File: src/rtl/gpio_pkg.sv
// Shared definitions for the GPIO debounce / LED block.
//   - led_mode encodings (mirror, toggle, blink, off)
//   - per-channel debounce FSM state encoding
package gpio_pkg;

  localparam logic [1:0] LedModeMirror = 2'b00;
  localparam logic [1:0] LedModeToggle = 2'b01;
  localparam logic [1:0] LedModeBlink  = 2'b10;
  localparam logic [1:0] LedModeOff    = 2'b11;

  typedef enum logic [1:0] {
    StStableLo = 2'b00,
    StWaitHi   = 2'b01,
    StStableHi = 2'b10,
    StWaitLo   = 2'b11
  } db_state_e;

endpackage

File: src/rtl/gpio_debounce_ch.sv
// Single-channel switch conditioner: 2-flop synchronizer, debounce FSM with
// stability counter, and registered rise/fall pulses.
// Ports:
//   clk_i   - clock
//   rst_ni  - synchronous active-low reset
//   raw_i   - raw asynchronous switch level
//   db_o    - debounced level
//   rise_o  - one-cycle pulse in the first cycle db_o reads 1
//   fall_o  - one-cycle pulse in the first cycle db_o reads 0
module gpio_debounce_ch
  import gpio_pkg::*;
#(
  parameter int unsigned DEBOUNCE_CYCLES = 100000
) (
  input  logic clk_i,
  input  logic rst_ni,
  input  logic raw_i,
  output logic db_o,
  output logic rise_o,
  output logic fall_o
);

  localparam int unsigned CntW = $clog2(DEBOUNCE_CYCLES + 1);
  // The count reaches DEBOUNCE_CYCLES on the edge that commits the change.
  localparam logic [CntW-1:0] CntLast = CntW'(DEBOUNCE_CYCLES - 1);

  logic [1:0]      sync_q, sync_d;
  db_state_e       state_q, state_d;
  logic [CntW-1:0] cnt_q, cnt_d;
  logic            db_q, db_d;
  logic            rise_q, rise_d;
  logic            fall_q, fall_d;
  logic            sample;

  assign sample = sync_q[1];

  always_comb begin
    sync_d  = {sync_q[0], raw_i};
    state_d = state_q;
    cnt_d   = cnt_q;
    db_d    = db_q;
    rise_d  = 1'b0;
    fall_d  = 1'b0;
    unique case (state_q)
      StStableLo: begin
        if (sample) begin
          state_d = StWaitHi;
          cnt_d   = CntW'(1);
        end
      end
      StWaitHi: begin
        if (!sample) begin
          state_d = StStableLo;
          cnt_d   = '0;
        end else if (cnt_q == CntLast) begin
          state_d = StStableHi;
          cnt_d   = '0;
          db_d    = 1'b1;
          rise_d  = 1'b1;
        end else begin
          cnt_d = cnt_q + CntW'(1);
        end
      end
      StStableHi: begin
        if (!sample) begin
          state_d = StWaitLo;
          cnt_d   = CntW'(1);
        end
      end
      StWaitLo: begin
        if (sample) begin
          state_d = StStableHi;
          cnt_d   = '0;
        end else if (cnt_q == CntLast) begin
          state_d = StStableLo;
          cnt_d   = '0;
          db_d    = 1'b0;
          fall_d  = 1'b1;
        end else begin
          cnt_d = cnt_q + CntW'(1);
        end
      end
      default: begin
        state_d = StStableLo;
        cnt_d   = '0;
      end
    endcase
  end

  always_ff @(posedge clk_i) begin
    if (!rst_ni) begin
      sync_q  <= '0;
      state_q <= StStableLo;
      cnt_q   <= '0;
      db_q    <= 1'b0;
      rise_q  <= 1'b0;
      fall_q  <= 1'b0;
    end else begin
      sync_q  <= sync_d;
      state_q <= state_d;
      cnt_q   <= cnt_d;
      db_q    <= db_d;
      rise_q  <= rise_d;
      fall_q  <= fall_d;
    end
  end

  assign db_o   = db_q;
  assign rise_o = rise_q;
  assign fall_o = fall_q;

endmodule

File: src/rtl/gpio_debounce_led.sv
// Multi-channel switch debouncer driving LEDs in one of four modes
// (mirror, toggle-on-press, blink, off).
// Ports:
//   SYSTEMCLOCK         - clock, all state on rising edge
//   PUSH_BUTTON_RESET_N - synchronous active-low reset
//   gpio_switch         - raw bouncing switch inputs
//   led_mode            - LED mode select (synchronous)
//   gpio_led            - registered LED drive
//   sw_db               - debounced switch levels
//   sw_rise / sw_fall   - one-cycle edge pulses of sw_db
// Build option: define GPIO_BLINK_EN to include the blink counter; without it
// blink mode behaves like mirror mode.
module gpio_debounce_led
  import gpio_pkg::*;
#(
  parameter int unsigned NUM_CH          = 4,
  parameter int unsigned DEBOUNCE_CYCLES = 100000,
  parameter int unsigned BLINK_DIV       = 25000000
) (
  input  logic              SYSTEMCLOCK,
  input  logic              PUSH_BUTTON_RESET_N,
  input  logic [NUM_CH-1:0] gpio_switch,
  input  logic [1:0]        led_mode,
  output logic [NUM_CH-1:0] gpio_led,
  output logic [NUM_CH-1:0] sw_db,
  output logic [NUM_CH-1:0] sw_rise,
  output logic [NUM_CH-1:0] sw_fall
);

  for (genvar i = 0; i < NUM_CH; i++) begin : g_ch
    gpio_debounce_ch #(
      .DEBOUNCE_CYCLES(DEBOUNCE_CYCLES)
    ) u_ch (
      .clk_i (SYSTEMCLOCK),
      .rst_ni(PUSH_BUTTON_RESET_N),
      .raw_i (gpio_switch[i]),
      .db_o  (sw_db[i]),
      .rise_o(sw_rise[i]),
      .fall_o(sw_fall[i])
    );
  end

  logic [NUM_CH-1:0] toggle_q, toggle_d;
  logic [NUM_CH-1:0] led_q, led_d;

`ifdef GPIO_BLINK_EN
  localparam int unsigned BlinkW = $clog2(BLINK_DIV);
  localparam logic [BlinkW-1:0] BlinkLast = BlinkW'(BLINK_DIV - 1);

  logic [BlinkW-1:0] blink_cnt_q, blink_cnt_d;
  logic              blink_phase_q, blink_phase_d;

  always_comb begin
    blink_cnt_d   = blink_cnt_q + BlinkW'(1);
    blink_phase_d = blink_phase_q;
    if (blink_cnt_q == BlinkLast) begin
      blink_cnt_d   = '0;
      blink_phase_d = ~blink_phase_q;
    end
  end

  always_ff @(posedge SYSTEMCLOCK) begin
    if (!PUSH_BUTTON_RESET_N) begin
      blink_cnt_q   <= '0;
      blink_phase_q <= 1'b0;
    end else begin
      blink_cnt_q   <= blink_cnt_d;
      blink_phase_q <= blink_phase_d;
    end
  end
`endif

  always_comb begin
    // Toggle state is frozen outside toggle mode so it survives mode changes.
    toggle_d = toggle_q;
    if (led_mode == LedModeToggle) begin
      toggle_d = toggle_q ^ sw_rise;
    end

    led_d = '0;
    unique case (led_mode)
      LedModeMirror: led_d = sw_db;
      LedModeToggle: led_d = toggle_q;
`ifdef GPIO_BLINK_EN
      LedModeBlink:  led_d = sw_db & {NUM_CH{blink_phase_q}};
`else
      LedModeBlink:  led_d = sw_db;
`endif
      LedModeOff:    led_d = '0;
      default:       led_d = '0;
    endcase
  end

  always_ff @(posedge SYSTEMCLOCK) begin
    if (!PUSH_BUTTON_RESET_N) begin
      toggle_q <= '0;
      led_q    <= '0;
    end else begin
      toggle_q <= toggle_d;
      led_q    <= led_d;
    end
  end

  assign gpio_led = led_q;

endmodule

File: config.mk
export PLATFORM = sky130hd
export DESIGN_NAME = gpio_debounce_led
export DESIGN_NICKNAME = d
export VERILOG_FILES = /design/src/rtl/gpio_pkg.sv /design/src/rtl/gpio_debounce_ch.sv /design/src/rtl/gpio_debounce_led.sv
export SDC_FILE = /design/constraint.sdc
export NUM_CORES = 1
export LEC_CHECK = 0
export ABC_CLOCK_PERIOD_IN_PS = 3050
export BUFFER_PORTS_ARGS = -buffer_cell sky130_fd_sc_hd__buf_2
export CAP_MARGIN = 40
export CORE_ASPECT_RATIO = 1.2
export CORE_MARGIN = 2
export CORE_UTILIZATION = 40
export DETAILED_ROUTE_END_ITERATION = 10
export HOLD_SLACK_MARGIN = 0.12
export PLACE_DENSITY_LB_ADDON = 0.25
export SYNTH_ARGS = -nofsm -noshare
export SYNTH_HDL_FRONTEND = slang
export SYNTH_SLANG_ARGS = --single-unit
export TNS_END_PERCENT = 5
File: constraint.sdc
create_clock -name SYSTEMCLOCK -period 3.05 [get_ports SYSTEMCLOCK]
set_input_delay 0.1525 -clock SYSTEMCLOCK [delete_from_list [all_inputs] [get_ports SYSTEMCLOCK]]
set_output_delay 0.1525 -clock SYSTEMCLOCK [all_outputs]
set_load 0.05 [all_outputs]
==> results.txt, run 1 <==
Status: complete, no violations
Final hold violations: 0
Synth Instances: 601
Number of global-route vias before repair: 3921
Slew Limit Fails: 0
#FFs+latches synth: 104
Worst setup startpoint: g_ch[0].u_ch.cnt_q[0]$_SDFFE_PN0P_
Async set-reset flop share out of synthesis: 0
Power Dens Cells: 490 nW/µm²
Mapped cell area: 5060 µm²
Internal reg-to-reg setup slack: 0.73 ns
Number of routed nets with antenna violations: 0
Most frequent cell after synthesis: dfxtp_1
Max Cap Viol: 0
Peak VDD IR: 0.246 mV
First-pass GRT wire length: 18100 µm
Routed via count: 4343
Combinational fraction of design power: 0.031
Pleak: 0.00196 µW
Final setup viols: 0
Tmin final: 2.32 ns
CP max FO: 15
Overall routed net length: 10700 µm
CTS root buffer: clkbuf_16
Fin Hold WS: 0.171 ns
Clock share of power: 0.466
Port Buf Inserts: 23
Ys flop type: dfxtp_1
Overall Global Routing Usage: 0.162
Largest cells by area after synthesis: dfxtp_1 (41%), nand2_1 (4.8%), nand3_1 (4.7%), o21ai_0 (4.1%), and2_1 (2.6%)
Least-Margin Pin Slew: 0.852 ns
Setup crit end kind: flop
P&R area growth vs syn: 10.5%
Yosys warnings: 0
Switching power total: 581 µW
Final setup TNS: 0 ns
Core Util, Final: 0.447
Antenna violations before repair: 0
Gpl congestion: 0.825
Non-Filler Instances: 776
Post-synthesis sequential area ratio: 0.411
Die ar.: 13600 µm²
Via/cell ratio: 5.60
H-tree depth: 3
Critical path class: reg2reg
Congestion Overflow GR: 0
Switching Fraction: 0.212
Post-DP HPWL: 7400 µm
CTS tree: built
Max Clk Rate: 431 MHz
Post-synth top cells: dfxtp_1 (104), nand2_1 (65), nand3_1 (48), o21ai_0 (41), a21oi_1 (25)
RSZ-0062 raised after global routing: no
Die width: 107 µm
Register share of total power: 0.503
Distinct cells, synth: 63
Crit path required time: 3.28 ns
Pint: 2160 µW
Clock Skews: 0.00774 ns
CTS clk-pin slew, worst paths: 0.07 ns
Net count, final: 620
Remaining routing DRC violations: 0
IO Pins: 24
Clock buffer depth: 2
Post-synth EDFFs: 0
N_diodes: 0
WP data arrival: 2.55 ns
HP Start: PUSH_BUTTON_RESET_N
Final Cycle Share: 0.760
Worst R2R Start: g_ch[0].u_ch.cnt_q[0]$_SDFFE_PN0P_
Relative slew slack: 0.427
Leading area contributor after synthesis: dfxtp_1
Avg Cell Area, Syn: 8.42 µm²
Routed len/inst: 13.8 µm
CTS Buf Count: 9
Critical Path Start Type: flop
Cell Rows: 45
DR iter-0 viols: 196
Synth top area share: 0.411
Starting Density: 0.405
Clk Latency, worst-skew pair: 0.35 ns
Worst min path class: in2reg
Largest net degree at the start of global routing: 34
Die H: 127 µm
CTS sink count: 104
DRT Pass-1 Iters: 5
Core area: 12500 µm²
Mapped Nets: 613
Placed cell count: 757
Proportion of layout cells with a drive suffix above 1: 0.106
Cts repair resizes: 0
logic make-up after synthesis:
group / count (synthesis) / share of synthesized area
and+or+nand+nor: 277 / 0.308
DFF: 104 / 0.411
buffers and inverters: 58 / 0.0584
xor gates and xnor gates: 20 / 0.0376
AOI/OAI and AO/OA: 132 / 0.163
muxes: 6 / 0.0119
adders and majority gates: 4 / 0.00989
final cells by class:
| class | instances | area, µm² |
|---|---|---|
| clock buffers | 11 | 253 |
| clock inverters | 4 | 76.3 |
| well taps | 164 | 205 |
| multi-input cells | 439 | 2680 |
| fillers | 1273 | 6910 |
| repair buffers | 37 | 230 |
| flip-flops and latches | 104 | 2080 |
| inverters | 17 | 63.8 |
flip-flops by register name, indices dropped and copies added (netlist names), named ones only:
signal             flops
g_ch.u_ch.cnt_q       68
g_ch.u_ch.sync_q       8
g_ch.u_ch.db_o         4
g_ch.u_ch.fall_o       4
g_ch.u_ch.rise_o       4
g_ch.u_ch.state_q      4
gpio_led               4
toggle_q               4
worst paths after layout:
kind	to	cells after the start
worst min register to register	g_ch[1].u_ch.sync_q[1]$_SDFF_PN0_	1
worst max register to register	g_ch[0].u_ch.cnt_q[11]$_SDFFE_PN0P_	6
worst min-delay path	g_ch[0].u_ch.cnt_q[0]$_SDFFE_PN0P_	2
worst max-delay path	g_ch[0].u_ch.cnt_q[11]$_SDFFE_PN0P_	6
power groups by stage:
stage	sequential (µW)	clock, µW	combinational, µW
6_report	1380	1280	86.4
3_3_place_gp	1410	0	81.3
4_1_cts	1380	1300	86.9
2_1_floorplan	1410	0	60.2
3_5_place_dp	1410	0	82.8
5_1_grt	1380	1360	95.6
cell usage in the layout (no fill, tap or decap), drive strengths merged, types with 7 or more instances in the layout:
| master | count |
|---|---|
| dfxtp | 104 |
| xnor2 | 12 |
| o21ai | 42 |
| clkbuf | 11 |
| and4 | 7 |
| a31oi | 17 |
| nor2 | 23 |
| buf | 33 |
| nor3 | 20 |
| a21oi | 25 |
| nand4 | 16 |
| and3 | 10 |
| nand2 | 66 |
| xor2 | 8 |
| and2 | 23 |
| inv | 18 |
| nand3 | 49 |
| nor3b | 13 |
| or3 | 13 |
repair_timing:
item,in CTS,in global routing
hold buffers,4,0
buffers inserted,0,0
hold endpoints to repair,4,0
worst max-delay path: stages (launching register included):
cell     delay (ns)
dfxtp_1        0.38
ha_1           0.25
nand4_1        0.24
nor4_4         0.78
nor2_2         0.23
a41oi_1        0.27
a31oi_1        0.06
routing by layer:
metal / GRT usage / share of wire / vias to the layer above
li1: - / - / 2188
met1: 0.206 / 0.47 / 2071
met2: 0.266 / 0.48 / 70
met3: 0.0332 / 0.033 / 14
met4: 0.0710 / 0.019 / 0
met5: 0 / 0 / -
per-stage QoR:
step           worst slack [ns]  area [µm²]  power, µW
3_5_place_dp              0.746        5220       1490
2_1_floorplan              1.18        5060       1470
4_1_cts                   0.740        5590       2770
5_1_grt                   0.506        5590       2840
6_report                  0.732        5590       2740
3_3_place_gp              0.813        5220       1490
Power figures use the tool's default switching activity.
==> run 2, diff against run 1 <==
- ABC_CLOCK_PERIOD_IN_PS: 3050 -> 2300
- clock period: 3.05 -> 2.3 ns (I/O delays scaled with it)
==> run 2 against run 1 <==
  * Global-route usage increased by 0.13 points
  * Largest cell class unchanged
  * Combinational power increased by 35%
  * Cell area increased by 0.92%
  * Hold slack got worse by 0.0018 ns
  * Die area unchanged
==> results.txt, run 2 (synthesized netlist as in run 1, its figures left out) <==
Biggest register: g_ch.u_ch.cnt_q
IO Pins: 24 (unchanged)
Remaining routing DRC violations: 0 (unchanged)
WP data arrival: 2.34 ns (-0.21 ns)
P&R area growth vs syn: 11.5%
Largest net degree at the start of global routing: 24 (-29%)
Critical path's most frequent cell: o21a_1
Port Buf Inserts: 23 (unchanged)
Proportion of layout cells with a drive suffix above 1: 0.116 (+0.0101)
Overall Global Routing Usage: 0.164 (+0.00130)
Clock Skews: 0.00653 ns (-0.00121 ns)
Via/cell ratio: 5.54 (-1.1%)
FILL cells: 1252 (-1.6%)
Number of global-route vias before repair: 3958 (+0.94%)
CTS root buffer: clkbuf_16
Slowest stage cell, crit path: nor4_4
Post-DP HPWL: 7380 µm (-0.33%)
Antenna violations before repair: 0 (unchanged)
Overall routed net length: 10800 µm (+0.71%)
Top flop regs: g_ch.u_ch.cnt_q: 68 flops, g_ch.u_ch.sync_q: 8 flops
HP Start: led_mode[1]
Routed via count: 4336 (-0.16%)
Max Cap Viol: 0 (unchanged)
Tmin final: 2.09 ns (-0.224 ns)
Crit path required time: 2.55 ns (-0.73 ns)
Critical Path Start Type: flop
Final setup viols: 0 (unchanged)
Max reg flops: 68 (unchanged)
Multi-input gate area: 2680 µm² (unchanged)
Pleak: 0.00200 µW (+2.2%)
Least-Margin Pin Slew: 0.566 ns (-0.287 ns)
Routed len/inst: 13.8 µm (-0.19%)
RSZ-0062 raised after global routing: no
Max Clk Rate: 477 MHz (+11%)
Final Cycle Share: 0.911 (+0.150)
CTS Buf Count: 9 (unchanged)
DR iter-0 viols: 257 (+31%)
Relative slew slack: 0.620 (+0.193)
Power Dens Cells: 650 nW/µm² (+33%)
Most common cell after layout, fill and taps aside: dfxtp_1
Die width: 107 µm (unchanged)
DRT Pass-1 Iters: 5 (unchanged)
Reg2reg end: g_ch[0].u_ch.db_o$_SDFFE_PN0P_
Status: complete, no violations
CP max FO: 10 (-5)
Number of routed nets with antenna violations: 0 (unchanged)
Critical path class: reg2reg
Peak VDD IR: 0.374 mV (+52%)
First-pass GRT wire length: 18400 µm (+1.6%)
CTS sink count: 104 (unchanged)
Net count, final: 626 (+0.97%)
Crit-path cells: ha_1, nand4_1, nor4_4, buf_4, nand2_2, o21a_1, o21a_1
Slew Limit Fails: 0 (unchanged)
Final hold violations: 0 (unchanged)
Core area: 12500 µm² (unchanged)
Sequential cell area: 2080 µm² (unchanged)
Family with the most delay on the worst path: simple AND/OR/NAND/NOR gates
Worst min path class: in2reg
Worst path bufs/invs: 1 (+1)
Die ar.: 13600 µm² (unchanged)
Cell Rows: 45 (unchanged)
Most frequent cells in the layout: dfxtp_1 (104), nand2_1 (65), nand3_1 (48)
WHS Endpoint: gpio_led[2]$_SDFF_PN0_
Die H: 127 µm (unchanged)
CP peak stage delay: 0.43 ns (-0.35 ns)
Clk Latency, worst-skew pair: 0.35 ns (about the same)
R2R cell count: 7 (+1)
Setup crit end kind: flop
Gpl congestion: 0.885 (+7.2%)
Final Power: 3670 µW (+34%)
CTS clk-pin slew, worst paths: 0.08 ns (about the same)
Core Util, Final: 0.452 (+0.00411)
CTS tree: built
Worst R2R Start: g_ch[0].u_ch.cnt_q[0]$_SDFFE_PN0P_
Congestion Overflow GR: 0 (unchanged)
H-tree depth: 3 (unchanged)
Internal reg-to-reg setup slack: 0.21 ns (-0.53 ns)
Starting Density: 0.405 (unchanged)
Worst Hold Path Cells: 3 (+1)
N_diodes: 0 (unchanged)
Final setup TNS: 0 ns (unchanged)
Clock buffer depth: 2 (unchanged)
-- run 2: cell count changes in the layout (fill, tap and decap cells not counted) --
cell	previous run	this run
clkinv_2	0	1
clkbuf_8	2	1
inv_8	0	2
clkinvlp_4	1	0
buf_4	10	16
-- run 2: routing by layer --
| layer | part of all wire | vias up | global-route usage | routed length, µm |
|---|---|---|---|---|
| met5 | 0 | - | 0 | 0 |
| met4 | 0.019 | 0 | 0.0665 | 200 |
| met1 | 0.47 | 2035 | 0.206 | 5020 |
| met3 | 0.035 | 15 | 0.0260 | 380 |
| li1 | - | 2203 | - | - |
| met2 | 0.48 | 83 | 0.278 | 5170 |
-- run 2: worst max-delay path by stage --
stage	cells past startpoint	start	endpoint
global placement	7	g_ch[0].u_ch.cnt_q[0]$_SDFFE_PN0P_	g_ch[0].u_ch.db_o$_SDFFE_PN0P_
global route	7	g_ch[0].u_ch.cnt_q[0]$_SDFFE_PN0P_	g_ch[0].u_ch.rise_o$_SDFF_PN0_
CTS	7	g_ch[0].u_ch.cnt_q[0]$_SDFFE_PN0P_	g_ch[0].u_ch.db_o$_SDFFE_PN0P_
finish	7	g_ch[0].u_ch.cnt_q[0]$_SDFFE_PN0P_	g_ch[0].u_ch.db_o$_SDFFE_PN0P_
detailed placement	7	g_ch[0].u_ch.cnt_q[0]$_SDFFE_PN0P_	g_ch[0].u_ch.db_o$_SDFFE_PN0P_
floorplan	7	g_ch[0].u_ch.cnt_q[0]$_SDFFE_PN0P_	g_ch[0].u_ch.db_o$_SDFFE_PN0P_
-- run 2: layout make-up --
class | count | share of cell area
clock buffer | 10 | 0.0423
inverter | 17 | 0.0113
multi-input combinational | 439 | 0.475
sequential | 104 | 0.369
clock inverter | 6 | 0.0171
timing repair buffer | 43 | 0.0488
tap | 164 | 0.0364
-- run 2: tightest hold or removal path: cells and delay by family --
family | cells | cell delay, ns
buf+inv | 1 | 0.14
compound gates | 1 | 0.11
simple gates | 1 | 0.13
-- run 2: stage by stage --
| step | setup slack [ns] | area (µm²) | std cells | hold WS, ns |
|---|---|---|---|---|
| finish | 0.206 | 5640 | 783 | 0.169 |
| global route | 0.0412 | 5640 | 783 | 0.197 |
| CTS | 0.146 | 5640 | 783 | 0.167 |
| detailed placement | 0.187 | 5270 | 763 | 0.334 |
| global placement | 0.284 | 5270 | 763 | 0.325 |
| floorplan | 0.433 | 5060 | 601 | 0.242 |
-- run 2: power breakdown --
part | leakage [µW] | internal (µW) | switching (µW) | total [µW]
clock network | 0.000167 | 1000 | 722 | 1720
logic | 0.000994 | 44.3 | 72.7 | 117
registers | 0.000840 | 1810 | 15.4 | 1830
-- run 2: repair_timing --
| action | 4_1_cts | 5_1_grt |
|---|---|---|
| buffers inserted | 0 | 0 |
| endpoints found under the hold margin | 4 | 0 |
| hold buffers | 4 | 0 |
| setup endpoints to repair | 0 | 4 |
| gates resized for setup | 0 | 0 |
==> run 3, diff against run 2 <==
- ABC_CLOCK_PERIOD_IN_PS: 2300 -> 1800
- clock period: 2.3 -> 1.8 ns (I/O delays scaled with it)
==> run 3 against run 2 <==
  * The run now ends with negative setup slack left
  * Global-route usage is 0.66 points higher
  * Non-clock buffer count is 51 higher
  * Maximum frequency is 13% higher
  * Cell area is 7.5% higher
  * Hold slack better by 0.0045 ns
  * Worst setup slack worse by 0.25 ns
  * Via count is 4.9% higher
==> results.txt, run 3 (synthesized netlist as in run 1, its figures left out) <==
Clock Skews: 0.00761 ns (+0.00108 ns)
WP data arrival: 2.13 ns (-0.21 ns)
Post-DP HPWL: 7960 µm (+7.9%)
Congestion Overflow GR: 0 (unchanged)
Worst min path class: in2reg
Clock buffer depth: 2 (unchanged)
Relative slew slack: 0.671 (+0.0509)
Number of routed nets with antenna violations: 0 (unchanged)
Die H: 127 µm (unchanged)
Final worst-path setup slack: -0.0465 ns (-0.252 ns)
Least-Margin Pin Slew: 0.493 ns (-0.0726 ns)
Die width: 107 µm (unchanged)
RSZ-0062 raised after global routing: yes
Routed via count: 4550 (+4.9%)
Remaining routing DRC violations: 0 (unchanged)
First-pass GRT wire length: 19000 µm (+3.3%)
Max Clk Rate: 542 MHz (+13%)
Overall routed net length: 11300 µm (+5.1%)
Peak VDD IR: 0.509 mV (+36%)
Clk Latency, worst-skew pair: 0.35 ns (about the same)
Starting Density: 0.405 (unchanged)
Setup crit end kind: flop
Tmin final: 1.85 ns (-0.248 ns)
Worst path bufs/invs: 1 (unchanged)
CTS Buf Count: 9 (unchanged)
Gpl congestion: 0.853 (-3.6%)
Crit path required time: 2.08 ns (-0.47 ns)
Failing checks: negative setup slack
Internal reg-to-reg setup slack: -0.05 ns (-0.25 ns)
FILL cells: 1220 (-2.6%)
Final Cycle Share: 1.03 (+0.115)
Family with the most delay on the worst path: simple AND/OR/NAND/NOR gates
Number of global-route vias before repair: 4204 (+6.2%)
Via/cell ratio: 5.46 (-1.4%)
Crit-path cells: or4b_4, nor4_4, buf_6, and2_2, nand2_2, nor3b_2
Critical path class: reg2reg
Postcts setup bufs: 0 (unchanged)
Most common cell after layout, fill and taps aside: dfxtp_1
CTS clk-pin slew, worst paths: 0.07 ns (about the same)
CTS tree: built
Core area: 12500 µm² (unchanged)
Cell Rows: 45 (unchanged)
Routed len/inst: 13.6 µm (-1.3%)
Max reg flops: 68 (unchanged)
Fin Hold WS: 0.174 ns (+0.00448 ns)
Slew Limit Fails: 0 (unchanged)
CTS sink count: 104 (unchanged)
Most frequent cells in the layout: dfxtp_1 (102), nand2_1 (64), buf_4 (64)
Final setup TNS: -0.189 ns (-0.189 ns)
Max Cap Viol: 0 (unchanged)
P&R area growth vs syn: 19.9%
Top flop regs: g_ch.u_ch.cnt_q: 68 flops, g_ch.u_ch.sync_q: 8 flops
CP peak stage delay: 0.55 ns (+0.12 ns)
Proportion of layout cells with a drive suffix above 1: 0.215 (+0.0989)
CP max FO: 5 (-5)
DR iter-0 viols: 336 (+31%)
H-tree depth: 3 (unchanged)
IO Pins: 24 (unchanged)
Final setup viols: 7 (+7)
Net count, final: 677 (+8.1%)
Antenna violations before repair: 0 (unchanged)
Power Dens Cells: 715 nW/µm² (+9.9%)
Port Buf Inserts: 23 (unchanged)
Overall Global Routing Usage: 0.170 (+0.00661)
Final hold violations: 0 (unchanged)
DRT Pass-1 Iters: 5 (unchanged)
Die ar.: 13600 µm² (unchanged)
Final Power: 4340 µW (+18%)
N_diodes: 0 (unchanged)
Slowest stage cell, crit path: or4b_4
Critical Path Start Type: flop
CTS root buffer: clkbuf_16
Status: complete, but fails checks
Largest net degree at the start of global routing: 24 (unchanged)
Pleak: 0.00227 µW (+13%)
Biggest register: g_ch.u_ch.cnt_q
==> run 3: changes by cell type in the layout (fill, tap and decap cells not counted), sizes merged <==
| cell | delta |
|---|---|
| buf | +51 |
| clkinv | +3 |
| bufinv | -2 |
| inv | -2 |
| clkbuf | -1 |
| clkinvlp | +1 |
==> run 3: report_power, final <==
group          total [µW]  leakage, µW  internal, µW  switching [µW]
Sequential           2330     0.000841          2320            16.2
Combinational         169      0.00129          67.4             102
Clock                1830     0.000133           940             892
Total                4340      0.00227          3320            1010
==> run 3: area by class of cell <==
cell class                 count  area, µm²  area share
tap                          164        205      0.0338
clock inverter                 6       46.3     0.00763
multi-input combinational    439       2770       0.456
sequential                   104       2080       0.344
inverter                      17       63.8      0.0105
clock buffer                   9        225      0.0371
timing repair buffer          94        672       0.111
==> run 3: what timing repair did <==
item / CTS / global route
hold endpoints to repair: 4 / 0
gates cloned: 0 / 1
pin swaps: 1 / 7
endpoints found under the setup margin: 16 / 43
hold buffers: 4 / 0
gates resized for setup: 4 / 34
==> run 3: worst paths after layout <==
check / start / to / depth (start not counted)
setup reg to reg: g_ch[0].u_ch.cnt_q[11]$_SDFFE_PN0P_ / g_ch[0].u_ch.fall_o$_SDFF_PP0_ / 6
hold / removal: PUSH_BUTTON_RESET_N / g_ch[0].u_ch.cnt_q[0]$_SDFFE_PN0P_ / 2
setup / recovery: g_ch[0].u_ch.cnt_q[11]$_SDFFE_PN0P_ / g_ch[0].u_ch.fall_o$_SDFF_PP0_ / 6
hold reg to reg: g_ch[0].u_ch.sync_q[0]$_SDFF_PN0_ / g_ch[0].u_ch.sync_q[1]$_SDFF_PN0_ / 1
==> run 3: metal layers <==
metal	GRT usage	part of all wire
met1	0.216	0.47
met2	0.283	0.48
met3	0.0311	0.033
met4	0.0726	0.017
met5	0	0
==> run 3: stage by stage <==
stage / cell area (µm²) / utilization / setup slack (ns) / std cells
final: 6070 / 0.485 / -0.0465 / 833
after detailed placement: 5660 / 0.453 / -0.0179 / 813
after global placement: 5660 / 0.453 / 0.0102 / 813
after floorplan: 5060 / - / -0.0673 / 601
after CTS: 5980 / 0.479 / -0.0125 / 832
after global routing: 6070 / 0.485 / -0.135 / 833
